## config.mk

```make
export PLATFORM = sky130hd
export DESIGN_NAME = pipeline_hazard_ctrl
export DESIGN_NICKNAME = d
export VERILOG_FILES = /design/src/rtl/hazard_pkg.sv /design/src/rtl/hazard_sat_counter.sv /design/src/rtl/pipeline_hazard_ctrl.sv
export SDC_FILE = /design/constraint.sdc
export NUM_CORES = 1
export LEC_CHECK = 0
export ABC_AREA = 1
export CAP_MARGIN = 20
export CORE_ASPECT_RATIO = 1.2
export CORE_UTILIZATION = 35
export CTS_BUF_LIST = sky130_fd_sc_hd__clkbuf_2 sky130_fd_sc_hd__clkbuf_4 sky130_fd_sc_hd__clkbuf_8
export DETAILED_ROUTE_END_ITERATION = 8
export PLACE_DENSITY = 0.95
export SLEW_MARGIN = 20
export SYNTH_ARGS = -nofsm -noshare
export SYNTH_HDL_FRONTEND = slang
export SYNTH_HIERARCHICAL = 1
export SYNTH_SLANG_ARGS = --single-unit
```

## constraint.sdc

```tcl
create_clock -name clk -period 3 [get_ports clk]
set_clock_uncertainty 0.05 [all_clocks]
set_input_delay 0.9 -clock clk [delete_from_list [all_inputs] [get_ports clk]]
set_output_delay 0.9 -clock clk [all_outputs]
set_load 0.01 [all_outputs]
```

## src/rtl/hazard_pkg.sv

```systemverilog
// hazard_pkg: shared FSM state encoding and default register-index width for the hazard controller
package hazard_pkg;
  localparam int REG_ADDR_W_DEF = 5;
  typedef enum logic [1:0] {
    RUN      = 2'b00,
    MEM_WAIT = 2'b01,
    FLUSH    = 2'b10
  } state_t;
endpackage

```

## src/rtl/hazard_sat_counter.sv

```systemverilog
// hazard_sat_counter: saturating event counter (clk, rst async high, inc -> count, sticks at all-ones)
module hazard_sat_counter #(
  parameter int CNT_W = 16
) (
  input  logic             clk,
  input  logic             rst,
  input  logic             inc,
  output logic [CNT_W-1:0] count
);
  always_ff @(posedge clk or posedge rst)
    if (rst) count <= '0;
    else if (inc && count != '1) count <= count + 1'b1;
endmodule

```

## src/rtl/pipeline_hazard_ctrl.sv

```systemverilog
// pipeline_hazard_ctrl: load-use/branch/mem-busy hazard FSM driving stage enables and flushes; stats counters under HAZARD_STATS_EN
module pipeline_hazard_ctrl
  import hazard_pkg::*;
#(
  parameter int REG_ADDR_W   = REG_ADDR_W_DEF,
  parameter int FLUSH_CYCLES = 1,
  parameter int CNT_W        = 16
) (
  input  logic                  clk,
  input  logic                  rst,
  input  logic                  ID_EXE_MemRead,
  input  logic [REG_ADDR_W-1:0] ID_EXE_rd,
  input  logic [REG_ADDR_W-1:0] IF_ID_rs1,
  input  logic [REG_ADDR_W-1:0] IF_ID_rs2,
  input  logic                  branch_taken,
  input  logic                  mem_busy,
  output logic                  PC_Write,
  output logic                  IF_ID_Write,
  output logic                  ID_EXE_Write,
  output logic                  EXE_MEM_Write,
  output logic                  IF_ID_Flush,
  output logic                  ID_EXE_Flush,
  output logic                  MEM_WB_Flush,
  output logic [CNT_W-1:0]      stall_cycles,
  output logic [CNT_W-1:0]      flush_events
);
  state_t state, eff, nxt;
  logic [1:0] cnt, cnt_nxt;
  logic load_use, br, lu;
  // MEM_WAIT resolves to whichever state it froze; the frozen counter tells which
  always_comb begin
    load_use      = ID_EXE_MemRead && ID_EXE_rd != '0 && (ID_EXE_rd == IF_ID_rs1 || ID_EXE_rd == IF_ID_rs2);
    eff           = (state == MEM_WAIT) ? ((cnt != 2'd0) ? FLUSH : RUN) : state;
    br            = branch_taken && !mem_busy;
    lu            = load_use && !mem_busy && !branch_taken && eff == RUN;
    PC_Write      = !mem_busy && !lu;
    IF_ID_Write   = !mem_busy && !lu;
    ID_EXE_Write  = !mem_busy;
    EXE_MEM_Write = !mem_busy;
    IF_ID_Flush   = !mem_busy && (branch_taken || eff == FLUSH);
    ID_EXE_Flush  = br || lu;
    MEM_WB_Flush  = mem_busy;
    nxt           = mem_busy ? MEM_WAIT
                  : br ? ((FLUSH_CYCLES > 1) ? FLUSH : RUN)
                  : (eff == FLUSH && cnt > 2'd1) ? FLUSH : RUN;
    cnt_nxt       = mem_busy ? cnt
                  : br ? 2'(FLUSH_CYCLES - 1)
                  : (eff == FLUSH) ? cnt - 2'd1 : 2'd0;
  end
  always_ff @(posedge clk or posedge rst)
    if (rst) begin
      state <= RUN;
      cnt   <= 2'd0;
    end else begin
      state <= nxt;
      cnt   <= cnt_nxt;
    end
`ifdef HAZARD_STATS_EN
  hazard_sat_counter #(.CNT_W(CNT_W)) u_stall (.clk(clk), .rst(rst), .inc(!PC_Write), .count(stall_cycles));
  hazard_sat_counter #(.CNT_W(CNT_W)) u_flush (.clk(clk), .rst(rst), .inc(br), .count(flush_events));
`else
  assign stall_cycles = '0;
  assign flush_events = '0;
`endif
endmodule

```

==> results.cfg <==
[worst_setup_path]
worstSetupPathType = input pin to output pin
path_cells = clkdlybuf4s50_1, xnor2_1, nand3_1, nand2_2, nand2_2, nand2_1, buf_2
max_stage_delay_ps = 470
crit_slowest_cell = clkdlybuf4s50_1
required_ps = 2050
critPathMaxFanout = 2
crit_top_cell = nand2_2
critPathCaptureType = output pin
arrival_ps = 1920
crit_path_start_kind = input pin

[floorplanning]
core_area_mm2 = 0.00185
start_util = 0.379
die_w_um = 42.8
design.die.area_mm2 = 0.00219
rows = 17
io_pins = 59
die_h_um = 51.0

[power]
p_leak_nw = 0.625
ir_drop_mv = 0.131
power_density_mw_per_mm2 = 224

[clocking]
postCtsHoldBufs = 0
cts_tree = yes
cts.sinks = 4
cts_root_buffer = clkbuf_4
cts_made_buffers = 3
post_cts_buffers = 0
clk_pin_slew_ps = 30
clk_latency_ps = 230
clock_path_buffers = 2
htreeDepth = 1

[cells_and_area]
fin_util = 0.495
post_route_cells_drive_above_1_share = 0.160
syn2layout_area_growth_pct = 30.7
n_antenna_cell = 0
fin_nets = 168

[hold_path]
hold_path.class = flop to flop

[grt]
grt_pass1_wl_mm = 2.02
antenna_found_initial = 0
grt_max_degree = 6
grt_pass1_vias = 533
overflow = 0
grt_usage = 0.120

[placement]
gp_congestion = 0.818
dp_hpwl_mm = 1.16
portBuffers = 26
post-place-ws_ps = -485

[synthesis]
ys_seq_area_frac = 0.143
ys_warn_count = 6
synth_seq_cells = 4
avgSynthCellArea_um2 = 6.15
synthCells = 114
ys_types = 21
syn_area_um2 = 701

[drt]
drc = 0
routedWlPerCell_um = 8.10
viasPerCell = 3.95
wirelength_mm = 1.32
first_iter_violations = 2
vias = 644
final_antenna_net_count = 0
firstDrtPassIters = 2

[sta]
fmax_mhz = 348
rsz0062_at_grt = no
fin_crit_sh = 0.958
hold_viol = 0
fin_setup_tns_ps = 0
worst_slack_ps = 127
post-route-min-period_ps = 2870
maxSlewViolCount = 0
hold_slack_ps = 461
setup_viol = 0

[outcome]
status = complete, no violations

[run]
drv_cap = 0
## through the flow
step,instances,power [mW],area [µm²]
after floorplan,145,0.134,817
after global placement,160,0.147,876
after detailed placement,160,0.149,876
after CTS,163,0.211,881
after global routing,163,0.223,916
final,163,0.206,916
## Yosys cell counts (all sizes together)
| library cell | n | area, µm² |
|---|---|---|
| ha | 2 | 25.0 |
| nor2 | 9 | 36.3 |
| nor4 | 1 | 6.26 |
| clkinv | 1 | 3.75 |
| xnor2 | 2 | 17.5 |
| o31ai | 1 | 7.51 |
| buf | 35 | 263 |
| inv | 19 | 71.3 |
| nand2 | 30 | 115 |
| a21oi | 1 | 5.00 |
| o22ai | 1 | 6.26 |
| dfrtp | 4 | 100 |
| conb | 1 | 3.75 |
| nor3 | 1 | 5.00 |
| nand3 | 4 | 25.0 |
| o21ai | 2 | 10.0 |
## cell type report
cell class	count	area, µm²
Timing Repair Buffer	31	297
Multi-Input combinational cell	86	398
Fill cell	203	935
Inverter	20	75.1
Clock buffer	3	22.5
Tap cell	19	23.8
Sequential cell	4	100
## power breakdown
group	total [mW]	internal, mW	switching [mW]
sequential	0.0553	0.0550	0.000291
clock	0.0637	0.0446	0.0192
combinational	0.0866	0.0366	0.0500
## sequential cells by signal, summed over array words and instances, names as in the netlist
register	flops
cnt	2
state	2
## critical path, delay by kind of cell
kind | cells | cell delay [ps]
buffers and inverters | 2 | 590
XOR/XNOR | 1 | 110
AND/OR/NAND/NOR | 4 | 320
## logic make-up (layout without fill, tap and decap cells)
| logic type | after synthesis | after routing | synth area share |
|---|---|---|---|
| fa+ha+maj | 2 | 2 | 0.0357 |
| flops | 4 | 4 | 0.143 |
| compound gates | 5 | 5 | 0.0411 |
| buf+inv | 55 | 54 | 0.482 |
| simple gates | 45 | 45 | 0.268 |
| xor+xnor | 2 | 2 | 0.0250 |
| other cells | 1 | 32 | 0.00535 |
## cell usage in the layout, fill, tap and decap left out
cell type | netlist | final
dlygate4sd2_1 | 0 | 9
nor2_1 | 8 | 8
conb_1 | 1 | 32
o31ai_1 | 1 | 1
o22ai_1 | 1 | 1
buf_4 | 35 | 5
dlymetal6s2s_1 | 0 | 10
nand3_1 | 3 | 3
nor2_4 | 0 | 1
clkdlybuf4s50_1 | 0 | 4
o21ai_0 | 1 | 1
a21oi_2 | 0 | 1
xnor2_1 | 2 | 2
nand2_1 | 29 | 27
nor4_1 | 1 | 1
o21ai_1 | 1 | 1
inv_2 | 5 | 5
ha_1 | 2 | 2
nand2_2 | 1 | 3
buf_2 | 0 | 3
inv_1 | 14 | 14
nor3_2 | 0 | 1
clkbuf_4 | 0 | 3
dfrtp_1 | 4 | 4
nand3_2 | 1 | 1
clkinv_1 | 1 | 1
## worst paths after layout
| path | startpoint | endpoint | slack, ps | cells after the start |
|---|---|---|---|---|
| min | cnt[1] | cnt[1] | 460 | 2 |
| max in group asynchronous | rst | state[1] | 1950 | 2 |
| min reg2reg | cnt[1] | cnt[1] | 460 | 2 |
| min in group asynchronous | rst | cnt[0] | 800 | 2 |
| max reg2reg | cnt[0] | state[1] | 1720 | 5 |
| max | IF_ID_rs1[2] | ID_EXE_Flush | 130 | 7 |
## routing by layer
| metal | GRT usage | vias to the layer above | part of all wire |
|---|---|---|---|
| met3 | 0.0106 | 2 | 0.084 |
| met5 | 0 | - | 0 |
| met1 | 0.120 | 275 | 0.35 |
| met4 | 0.0573 | 0 | 0.0061 |
| met2 | 0.237 | 33 | 0.56 |
| li1 | - | 334 | - |
## repair_timing
item	CTS	global route
gates resized for setup	23	13
endpoints found under the hold margin	0	0
pin swaps	1	8
endpoints found under the setup margin	7	4
Power figures use the tool's default switching activity.
